## config.mk

```make
export PLATFORM = sky130hd
export DESIGN_NAME = power_req_ctrl
export DESIGN_NICKNAME = d
export VERILOG_FILES = /design/src/rtl/power_req_ctrl.sv
export SDC_FILE = /design/constraint.sdc
export NUM_CORES = 1
export LEC_CHECK = 0
export BUFFER_PORTS_ARGS = -buffer_cell sky130_fd_sc_hd__buf_2
export CAP_MARGIN = 20
export CORE_MARGIN = 2
export CORE_UTILIZATION = 55
export DETAILED_ROUTE_END_ITERATION = 8
export PLACE_DENSITY = 0.76
export SLEW_MARGIN = 20
export SYNTH_ARGS = -nofsm -noshare
export SYNTH_HDL_FRONTEND = slang
export SYNTH_SLANG_ARGS = --single-unit
```

## constraint.sdc

```tcl
create_clock -name pclk -period 2.2 [get_ports pclk]
set_input_delay 0.44 -clock pclk [delete_from_list [all_inputs] [get_ports pclk]]
set_output_delay 0.44 -clock pclk [all_outputs]
set_load 0.005 [all_outputs]
```

## src/rtl/power_req_ctrl.sv

```systemverilog
// Purpose: generates L1_module_req for the PSO state machine, tracks L1 status, wake and done.
// Latency: trigger or exit condition to L1_module_req change is 1 cycle; all outputs registered.
// Backpressure: none; set/clr status handshakes are level inputs sampled once per cycle.
module power_req_ctrl #(
    parameter int IDLE_CNT_W  = 16,
    parameter int HOLDOFF_CYC = 4
) (
    input  logic                  pclk,
    input  logic                  nprst,
    input  logic                  sw_pso_req,
    input  logic                  auto_pso_en,
    input  logic [IDLE_CNT_W-1:0] idle_thresh,
    input  logic                  module_busy,
    input  logic                  wake_event,
    input  logic                  set_status_module,
    input  logic                  clr_status_module,
    output logic                  L1_module_req,
    output logic                  L1_status,
    output logic                  wake_pending,
    output logic                  pso_done_irq,
    output logic [IDLE_CNT_W-1:0] idle_cnt
);

    typedef enum logic [2:0] {
        ST_ACTIVE  = 3'd0,
        ST_REQ     = 3'd1,
        ST_DOWN    = 3'd2,
        ST_WAKE    = 3'd3,
        ST_HOLDOFF = 3'd4
    } state_t;

    localparam logic [IDLE_CNT_W-1:0] IDLE_MAX  = {IDLE_CNT_W{1'b1}};
    localparam logic [IDLE_CNT_W-1:0] IDLE_ONE  = {{(IDLE_CNT_W-1){1'b0}}, 1'b1};
    // Holdoff counts down to zero, so load one less than the cycle count.
    localparam logic [7:0]            HOLD_LAST = 8'(HOLDOFF_CYC - 1);

    state_t     state;
    logic       sw_pso_req_q;
    logic       src_sw;
    logic [7:0] hold_cnt;
    logic       sw_rise;
    logic       auto_hit;
    logic       idle_run;
    logic       down_exit;

    assign sw_rise   = sw_pso_req & ~sw_pso_req_q;
    assign auto_hit  = auto_pso_en & (idle_thresh != '0) & (idle_cnt >= idle_thresh);
    assign idle_run  = (state == ST_ACTIVE) & auto_pso_en & ~module_busy & ~wake_event;
    // Leave shut-off when woken, when the owning request source goes away.
    assign down_exit = wake_event | (src_sw & ~sw_pso_req) | (~src_sw & ~auto_pso_en);

    // Software request edge detector: previous level of sw_pso_req.
    always_ff @(posedge pclk or negedge nprst) begin
        if (!nprst) begin
            sw_pso_req_q <= 1'b0;
        end else begin
            sw_pso_req_q <= sw_pso_req;
        end
    end

    // Idle counter: counts quiet ACTIVE cycles with auto enabled, saturates, else clears.
    always_ff @(posedge pclk or negedge nprst) begin
        if (!nprst) begin
            idle_cnt <= '0;
        end else if (idle_run) begin
            if (idle_cnt != IDLE_MAX) begin
                idle_cnt <= idle_cnt + IDLE_ONE;
            end
        end else begin
            idle_cnt <= '0;
        end
    end

    // PSO request FSM with registered request, status, wake-pending and done pulse.
    always_ff @(posedge pclk or negedge nprst) begin
        if (!nprst) begin
            state         <= ST_ACTIVE;
            L1_module_req <= 1'b0;
            L1_status     <= 1'b0;
            wake_pending  <= 1'b0;
            pso_done_irq  <= 1'b0;
            src_sw        <= 1'b0;
            hold_cnt      <= 8'd0;
        end else begin
            pso_done_irq <= 1'b0;
            case (state)
                ST_ACTIVE: begin
                    L1_module_req <= 1'b0;
                    // Blocked software edges are dropped, not remembered.
                    if (!wake_event && !module_busy && (sw_rise || auto_hit)) begin
                        state         <= ST_REQ;
                        L1_module_req <= 1'b1;
                        src_sw        <= sw_rise;
                    end
                end
                ST_REQ: begin
                    // Shut-off already started wins over a wake in the same cycle.
                    if (set_status_module) begin
                        state     <= ST_DOWN;
                        L1_status <= 1'b1;
                        if (wake_event) begin
                            wake_pending <= 1'b1;
                        end
                    end else if (wake_event) begin
                        state         <= ST_ACTIVE;
                        L1_module_req <= 1'b0;
                    end
                end
                ST_DOWN: begin
                    if (wake_event) begin
                        wake_pending <= 1'b1;
                    end
                    // Dropping req here is safe: the PSO machine finishes shut-off first.
                    if (down_exit) begin
                        state         <= ST_WAKE;
                        L1_module_req <= 1'b0;
                    end
                end
                ST_WAKE: begin
                    if (clr_status_module) begin
                        state        <= ST_HOLDOFF;
                        L1_status    <= 1'b0;
                        pso_done_irq <= 1'b1;
                        wake_pending <= 1'b0;
                        hold_cnt     <= HOLD_LAST;
                    end else if (wake_event) begin
                        wake_pending <= 1'b1;
                    end
                end
                ST_HOLDOFF: begin
                    // Keep req low long enough that a new request cannot chase the last cycle.
                    if (hold_cnt == 8'd0) begin
                        state <= ST_ACTIVE;
                    end else begin
                        hold_cnt <= hold_cnt - 8'd1;
                    end
                end
                default: begin
                    state         <= ST_ACTIVE;
                    L1_module_req <= 1'b0;
                end
            endcase
        end
    end

endmodule

```

==> key figures, run 1 <==
Outcome
  – Status: complete, no violations

Finish
  – Area growth syn-to-layout: 17.9%
  – Area of the multi-input gates: 0.00120 mm^2
  – Filler cells: 330
  – Register Area: 826 um^2
  – Fin area: 0.00251 mm^2
  – Most common cell after layout, fill and taps aside: buf_2
  – Final core occ: 0.680
  – Antenna Cells: 0
  – Layout net count: 332
  – Most frequent cells in the layout: buf_2 (43), dfrtp_1 (33), nor2_1 (28)
  – Layout cells sized above 1: 0.226

Floorplanning
  – Die area: 0.00439 mm^2
  – Num ports: 44
  – FP Rows: 22
  – Die height: 66.2 um
  – Die W: 66.2 um
  – Initial Util: 0.577
  – Placeable Area: 0.00369 mm^2

Clock tree
  – Worst-skew pair later-pin latency: 290 ps
  – Clk root buf: clkbuf_8
  – CTS clock-pin slew for the worst setup and hold paths: 60 ps
  – Clock sinks: 33
  – CTS tree: done
  – Setup Buffers After CTS: 0
  – CTS resizes: 0
  – Cts bufs inserted: 5
  – Clk buf depth: 2
  – Hold_buf cts: 0
  – H-tree levels: 2

Place
  – Hpwl dp: 3380 um
  – Placement Cell Area: 0.00244 mm^2
  – Placer Congestion: 0.879
  – # port buffers: 43
  – Pre-CTS setup slack: 100 ps

STA
  – Slew margin rel.: 0.505
  – Max Slew Vio Count: 0
  – FMAX: 503 MHz
  – Slew @ Worst Pin: 743 ps
  – Unrepaired setup endpoints after global routing: no
  – Final TNS setup: 0 ps
  – Final Hold Viols: 0
  – Crit path time final: 1990 ps
  – Min Hold Slack: 213 ps
  – Final setup margin: 211 ps
  – Worst clock skew: 3.24 ps
  – Final setup fails: 0
  – Period utilization: 0.904

Yosys
  – Library cells used by synthesis: 40
  – Post-synthesis compound-gate area fraction: 0.110
  – Simple-gate area share of the yosys netlist: 0.269
  – Average size of a mapped cell: 9.02 um^2
  – #FFs+latches synth: 33
  – Cells after synthesis: 236
  – Net Count, Synth: 279
  – Cell area after synthesis: 0.00213 mm^2
  – Area contributors post-synth: dfrtp_1 (39%), ha_1 (11%), nor2_1 (4.9%), nand2_1 (4.1%), inv_1 (3.7%)
  – Seq/Total Area, Yosys: 0.388
  – Mux contribution to synthesized area: 0.00940
  – Post-synth top flop: dfrtp_1
  – Post-synth EDFFs: 0
  – Post-Synth Adder-Cell Area: 0.112
  – Fraction of registers with async set/reset: 1.00
  – Synth area leader: dfrtp_1
  – XOR/XNOR Fraction of Synth Area: 0.0617
  – YS warnings: 0
  – Area share of the largest cell type after synthesis: 0.388
  – Largest family of logic cells by synthesized area: simple AND/OR/NAND/NOR gates

Setup path
  – Critical Path RT: 2370 ps
  – CP Capture Type: flop
  – CP Launch Type: flop
  – Kind of critical path: reg2reg
  – Crit-path max FO: 7
  – Worst EP arrival: 2160 ps

Global routing
  – Initial antenna violation count: 0
  – First-pass GRT wire length: 7590 um
  – All-Layer GR Usage: 0.227
  – Largest net degree at the start of global routing: 34
  – Congestion Overflow GR: 0
  – Vias in the first global route: 1779

Route
  – Via count: 1858
  – Via/cell ratio: 5.53
  – DRT Pass-1 Iters: 4
  – DRC: 0
  – Final ANT Viol Nets: 0
  – Iteration-0 DRC count of the detailed router: 119
  – Avg WL per Cell: 13.2 um
  – Post-Route WL: 4440 um

Power and ir drop
  – Pleak: 0.00124 uW
  – Power per Cell Area: 711 mW/mm^2
  – Peak supply drop: 0.000665 V

Hold path
  – Worst min-delay path class: in2async

Run
  – Max-cap viol count: 0
sequential cells by signal, summed over array words and instances (netlist names):
signal and count:
L1_module_req 1, L1_status 1, hold_cnt 8, idle_cnt 16, pso_done_irq 1, src_sw 1
state 3, sw_pso_req_q 1, wake_pending 1
layer usage:
| metal | share of wire | GRT usage |
|---|---|---|
| met1 | 0.49 | 0.295 |
| met2 | 0.45 | 0.371 |
| met3 | 0.035 | 0.0358 |
| met4 | 0.018 | 0.102 |
| met5 | 0 | 0 |
area by class of cell:
| cell class | instances | share of cell area |
|---|---|---|
| multi-input combinational | 177 | 0.477 |
| sequential | 33 | 0.329 |
| timing repair buffer | 51 | 0.110 |
| inverter | 21 | 0.0314 |
| clock buffer | 5 | 0.0274 |
| tap | 48 | 0.0239 |
| clock inverter | 1 | 0.00199 |
path summary, 6_finish.rpt:
path,startpoint,endpoint,slack (ps),depth (start not counted)
worst max-delay path,idle_cnt[0]$_DFFE_PN0P_,idle_cnt[4]$_DFFE_PN0P_,210,7
worst min-delay path,nprst,L1_status$_DFFE_PN0P_,210,1
worst max register to register,idle_cnt[0]$_DFFE_PN0P_,idle_cnt[4]$_DFFE_PN0P_,210,7
worst min register to register,wake_pending$_DFFE_PN0P_,wake_pending$_DFFE_PN0P_,490,2
max in group asynchronous,nprst,idle_cnt[4]$_DFFE_PN0P_,1510,1
min in group pclk,sw_pso_req,sw_pso_req_q$_DFF_PN0_,280,1
cell usage after synthesis (6+ instances only):
cell	n
nor2_1	28
inv_1	21
nand2_1	23
o21ai_0	11
xnor2_1	9
ha_1	19
nor3_1	6
xor2_1	6
nand4_1	8
dfrtp_1	33
a21oi_1	13
nor4_1	8
nand3_1	6
report_power, final:
part           leakage (uW)  switching [uW]  internal (uW)
sequential         0.000421             165            728
combinational      0.000776             239            223
clock             0.0000399             220            208
total               0.00124             624           1160
kinds of logic after synthesis:
family                   count (synthesis)
AND/OR/NAND/NOR                        105
AO/OA/AOI/OAI                           36
flip-flops                              33
buffers and inverters                   26
adder cells (fa/ha/maj)                 19
XOR/XNOR                                15
multiplexers                             2
critical path, cell delays in order, from the launching register on:
cell,delay (ps)
dfrtp_1,410
ha_1,260
nand4_4,160
nor3_4,290
nand4_1,320
nand4_1,230
xor2_1,170
nor2_1,50
metrics by stage:
step	power, uW	instances
2_1_floorplan	1220	236
3_3_place_gp	1340	330
3_5_place_dp	1370	330
4_1_cts	1800	336
5_1_grt	1900	336
6_report	1780	336
No activity file was read; power rests on OpenSTA's default activity.
==> inputs of run 2 (changes only) <==
--- a/config.mk
+++ b/config.mk
@@ -8,9 +8,9 @@
 export BUFFER_PORTS_ARGS = -buffer_cell sky130_fd_sc_hd__buf_2
 export CAP_MARGIN = 20
 export CORE_MARGIN = 2
-export CORE_UTILIZATION = 55
+export CORE_UTILIZATION = 49
 export DETAILED_ROUTE_END_ITERATION = 8
-export PLACE_DENSITY = 0.76
+export PLACE_DENSITY = 0.71
 export SLEW_MARGIN = 20
 export SYNTH_ARGS = -nofsm -noshare
 export SYNTH_HDL_FRONTEND = slang
==> constraint.sdc (replaced) <==
create_clock -name pclk -period 1.8 [get_ports pclk]
set_input_delay 0.36 -clock pclk [delete_from_list [all_inputs] [get_ports pclk]]
set_output_delay 0.36 -clock pclk [all_outputs]
set_load 0.005 [all_outputs]
==> run 2 against run 1 <==
- register-to-register slack lost 190 ps
- sequential share of layout area shrank 4.3 points
- cell count grew 13%
- hold slack lost 130 ps
- highest routed layer unchanged
==> key figures, run 2 (synthesis results as in run 1) <==
Route
  – Post-Route WL: 5240 um
  – DRC: 0
  – Avg WL per Cell: 13.7 um
  – DRT Pass-1 Iters: 4
  – Via/cell ratio: 5.38
  – Final ANT Viol Nets: 0
  – Via count: 2049
  – Iteration-0 DRC count of the detailed router: 147

Floorplanning
  – Die W: 69.9 um
  – Die height: 69.9 um
  – FP Rows: 23
  – Die area: 0.00489 mm^2
  – Num ports: 44
  – Initial Util: 0.521
  – Placeable Area: 0.00409 mm^2

Place
  – Placement Cell Area: 0.00269 mm^2
  – # port buffers: 43
  – Hpwl dp: 3800 um
  – Placer Congestion: 0.818
  – Pre-CTS setup slack: -237 ps

Power and ir drop
  – Peak supply drop: 0.000749 V
  – Power per Cell Area: 828 mW/mm^2
  – Pleak: 0.00146 uW

STA
  – Final Hold Viols: 0
  – Max Slew Vio Count: 0
  – Unrepaired setup endpoints after global routing: yes
  – Final setup margin: 24.1 ps
  – Period utilization: 0.987
  – Crit path time final: 1780 ps
  – Final setup fails: 0
  – Slew @ Worst Pin: 420 ps
  – Min Hold Slack: 84.4 ps
  – FMAX: 563 MHz
  – Slew margin rel.: 0.719
  – Worst clock skew: 3.74 ps
  – Final TNS setup: 0 ps

Global routing
  – Largest net degree at the start of global routing: 34
  – Vias in the first global route: 1925
  – Initial antenna violation count: 0
  – Congestion Overflow GR: 0
  – First-pass GRT wire length: 8620 um
  – All-Layer GR Usage: 0.220

Clock tree
  – Clk buf depth: 2
  – Cts bufs inserted: 5
  – Clk root buf: clkbuf_8
  – Clock sinks: 33
  – CTS clock-pin slew for the worst setup and hold paths: 70 ps
  – H-tree levels: 2
  – Hold_buf cts: 0
  – Worst-skew pair later-pin latency: 290 ps
  – CTS tree: done

Setup path
  – Worst EP arrival: 1930 ps
  – CP Launch Type: flop
  – Crit path max-delay family: compound AO/OA/AOI/OAI gates
  – Critical Path RT: 1960 ps
  – Critical path's slowest cell: dfrtp_1
  – CP Buf/Inv Count: 0
  – CP Capture Type: flop
  – CP Cell Sequence: ha_1 > a211oi_2 > o21ai_2 > a211oi_2 > o21ai_2 > a21oi_2 > o311ai_1
  – Biggest cell delay along the critical path: 400 ps
  – Crit-path max FO: 2
  – Kind of critical path: reg2reg

Hold path
  – Worst min-delay path class: in2async

Finish
  – Fin area: 0.00289 mm^2
  – Top flop regs: idle_cnt x16, hold_cnt x8, state x3
  – Most frequent cells in the layout: buf_4 (49), buf_2 (43), dfrtp_1 (33)
  – Filler cells: 322
  – Top reg by flops: idle_cnt
  – Layout net count: 373
  – Layout cells sized above 1: 0.366
  – Most common cell after layout, fill and taps aside: buf_4
  – Max FFs per register: 16
  – Antenna Cells: 0
  – Area growth syn-to-layout: 35.8%

Run
  – Max-cap viol count: 0

Outcome
  – Status: complete, no violations
run 2: repair_timing:
action | CTS | global route
pin swaps | 4 | 6
setup buffers | 4 | 3
endpoints found under the setup margin | 6 | 18
resized for setup | 6 | 13
run 2: stage by stage:
| step | util | total power (uW) | cells |
|---|---|---|---|
| after global routing | 0.708 | 2560 | 381 |
| after floorplan | - | 1490 | 236 |
| after detailed placement | 0.659 | 1760 | 366 |
| after global placement | 0.659 | 1720 | 366 |
| final | 0.708 | 2390 | 381 |
| after CTS | 0.691 | 2350 | 378 |
run 2: worst paths after layout:
kind,from,endpoint,slack (ps),depth (start not counted)
hold reg to reg,L1_status$_DFFE_PN0P_,L1_status$_DFFE_PN0P_,510,2
min in group pclk,sw_pso_req,sw_pso_req_q$_DFF_PN0_,200,1
setup reg to reg,idle_cnt[2]$_DFFE_PN0P_,state[0]$_DFFE_PN0P_,20,7
max in group asynchronous,nprst,idle_cnt[2]$_DFFE_PN0P_,1410,2
hold / removal,nprst,L1_status$_DFFE_PN0P_,80,2
setup / recovery,idle_cnt[2]$_DFFE_PN0P_,state[0]$_DFFE_PN0P_,20,7
run 2: layout make-up:
| cell class | count | area [um^2] | area share |
|---|---|---|---|
| clock buffer | 5 | 68.8 | 0.0238 |
| clock inverter | 3 | 17.5 | 0.00606 |
| inverter | 21 | 78.8 | 0.0273 |
| multi-input combinational | 177 | 1250 | 0.434 |
| sequential | 33 | 826 | 0.286 |
| tap | 50 | 62.6 | 0.0216 |
| timing repair buffer | 92 | 583 | 0.202 |
run 2: where the power goes:
group | leakage, uW | internal, uW | switching [uW]
Sequential | 0.000421 | 891 | 166
Clock | 0.0000439 | 267 | 287
Combinational | 0.000991 | 382 | 402
Total | 0.00146 | 1540 | 855
run 2: routing by layer:
layer	GRT usage	wire, um
met1	0.295	2390
met2	0.349	2540
met3	0.0635	240
met4	0.0641	64
met5	0	0
run 2: worst reg2reg max path, delay by kind of cell, from the launching register on:
family                     cells  cell delay, ps
AOI/OAI and AO/OA              6             940
DFF                            1             400
adders and majority gates      1             320
==> inputs of run 3 (changes only) <==
--- a/config.mk
+++ b/config.mk
@@ -10,7 +10,7 @@
 export CORE_MARGIN = 2
 export CORE_UTILIZATION = 49
 export DETAILED_ROUTE_END_ITERATION = 8
-export PLACE_DENSITY = 0.71
+export PLACE_DENSITY = 0.78
 export SLEW_MARGIN = 20
 export SYNTH_ARGS = -nofsm -noshare
 export SYNTH_HDL_FRONTEND = slang
==> run 3 against run 2 <==
- the run now ends with negative setup slack left
- largest power group unchanged
- clock power up 14%
- sequential share of layout area is 0.67 points lower
- die area unchanged
- via count grew 0.20%
- count of clock-buffer cells in the layout is 2 higher
- largest cell class unchanged
- final area grew 2.9%
- flip-flop and latch count stayed put
- utilization rose by 2.0 points
- wire length up 12%
==> key figures, run 3 (synthesis results as in run 1) <==
Outcome
  – Status: finished, violations left
  – Failing checks: negative setup slack

Finish
  – Top reg by flops: idle_cnt
  – Fin area: 0.00297 mm^2
  – Layout net count: 365
  – Most frequent cells in the layout: buf_2 (43), buf_4 (40), dfrtp_1 (30)
  – Final core occ: 0.728
  – Filler cells: 287
  – Max FFs per register: 16
  – Antenna Cells: 0
  – Area growth syn-to-layout: 39.7%
  – Top flop regs: idle_cnt x16, hold_cnt x8, state x3
  – Most common cell after layout, fill and taps aside: buf_2
  – Layout cells sized above 1: 0.399

Clock tree
  – CTS clock-pin slew for the worst setup and hold paths: 70 ps
  – Clk buf depth: 2
  – Clock sinks: 33
  – Worst-skew pair later-pin latency: 280 ps
  – Cts bufs inserted: 5
  – H-tree levels: 2
  – CTS tree: done
  – Hold_buf cts: 0
  – Clk root buf: clkbuf_8

Route
  – Avg WL per Cell: 15.7 um
  – DRC: 0
  – Final ANT Viol Nets: 0
  – Via/cell ratio: 5.50
  – Post-Route WL: 5870 um
  – DRT Pass-1 Iters: 4
  – Via count: 2053
  – Iteration-0 DRC count of the detailed router: 126

Setup path
  – Kind of critical path: reg2reg
  – Crit-path max FO: 5
  – Critical Path RT: 1970 ps
  – CP Launch Type: flop
  – Worst EP arrival: 2080 ps
  – CP Capture Type: flop

Floorplanning
  – Placeable Area: 0.00409 mm^2
  – Die height: 69.9 um
  – Die W: 69.9 um
  – Die area: 0.00489 mm^2
  – FP Rows: 23
  – Initial Util: 0.521
  – Num ports: 44

STA
  – Max Slew Vio Count: 0
  – Crit path time final: 1910 ps
  – Unrepaired setup endpoints after global routing: yes
  – Period utilization: 1.06
  – Final Hold Viols: 0
  – Min Hold Slack: 89.8 ps
  – Worst clock skew: 7.71 ps
  – Slew @ Worst Pin: 459 ps
  – FMAX: 523 MHz
  – Slew margin rel.: 0.691
  – Final TNS setup: -284 ps
  – Final setup fails: 6
  – Final setup margin: -110 ps

Global routing
  – All-Layer GR Usage: 0.214
  – Initial antenna violation count: 0
  – First-pass GRT wire length: 8490 um
  – Largest net degree at the start of global routing: 34
  – Congestion Overflow GR: 0
  – Vias in the first global route: 1888

Run
  – Max-cap viol count: 0

Power and ir drop
  – Peak supply drop: 0.000476 V
  – Net switching power: 919 uW
  – Sequential share of power: 0.427
  – Power per Cell Area: 859 mW/mm^2
  – Clock power share: 0.246
  – Cell Int Power: 1640 uW
  – Combinational Power Share: 0.328
  – Switching share of power: 0.360
  – Pleak: 0.00143 uW

Hold path
  – Worst min-delay path class: in2async

Place
  – # port buffers: 43
  – Placer Congestion: 0.897
  – Hpwl dp: 3720 um
  – Placement Cell Area: 0.00261 mm^2
## run 3: cell types whose count changed in the layout (fill, tap and decap cells not counted), moves of 3 or more
cell / delta
ha_1: -5
dfrtp_2: +3
buf_4: -9
dfrtp_1: -3
ha_4: +5
## run 3: worst paths after layout
| check | from | endpoint | slack, ps | depth (start not counted) |
|---|---|---|---|---|
| hold reg to reg | L1_status$_DFFE_PN0P_ | L1_status$_DFFE_PN0P_ | 500 | 2 |
| setup reg to reg | hold_cnt[5]$_DFFE_PN0P_ | hold_cnt[3]$_DFFE_PN0P_ | -110 | 7 |
| max in group asynchronous | nprst | idle_cnt[10]$_DFFE_PN0P_ | 1370 | 2 |
| min in group pclk | sw_pso_req | sw_pso_req_q$_DFF_PN0_ | 200 | 1 |
| hold / removal | nprst | L1_status$_DFFE_PN0P_ | 90 | 2 |
| setup / recovery | hold_cnt[5]$_DFFE_PN0P_ | hold_cnt[3]$_DFFE_PN0P_ | -110 | 7 |
## run 3: layer usage
metal / global-route usage / vias to the layer above / routed length, um / part of all wire
met5: 0 / - / 0 / 0
li1: - / 1006 / - / -
met1: 0.291 / 964 / 2680 / 0.46
met3: 0.0649 / 14 / 335 / 0.057
met4: 0.0705 / 0 / 134 / 0.023
met2: 0.325 / 69 / 2730 / 0.46
## run 3: power by group through the flow
stage | logic (uW) | registers [uW] | clock network [uW]
floorplan | 470 | 1020 | 0
global placement | 650 | 1050 | 0
detailed placement | 676 | 1060 | 0
CTS | 690 | 1050 | 631
global route | 929 | 1120 | 674
finish | 838 | 1090 | 628
## run 3: layout make-up
class,instances,area (um^2),share of cell area
multi-input combinational,177,1380,0.462
timing repair buffer,84,527,0.177
clock inverter,1,5.00,0.00168
inverter,21,78.8,0.0265
clock buffer,7,96.3,0.0324
tap,50,62.6,0.0210
sequential,33,830,0.279
## run 3: worst max-delay path, stage by stage, from the launching register on
cell and delay, ps:
dfrtp_1 420, nor4_4 340, nand2b_1 160, o311ai_4 450
buf_6 170, nor4_4 40, xnor2_1 160, nor2_1 60
## run 3: timing repair
| action | CTS | global route |
|---|---|---|
| gates resized for setup | 5 | 32 |
| setup endpoints to repair | 5 | 20 |
| setup buffers | 1 | 9 |
| pin swaps | 2 | 12 |
## run 3: metrics by stage
step / total power [uW] / worst slack (ps) / instances
2_1_floorplan: 1490 / 23.1 / 236
3_3_place_gp: 1700 / -145 / 355
3_5_place_dp: 1730 / -220 / 355
4_1_cts: 2370 / 3.98 / 364
5_1_grt: 2720 / -184 / 373
6_report: 2560 / -110 / 373
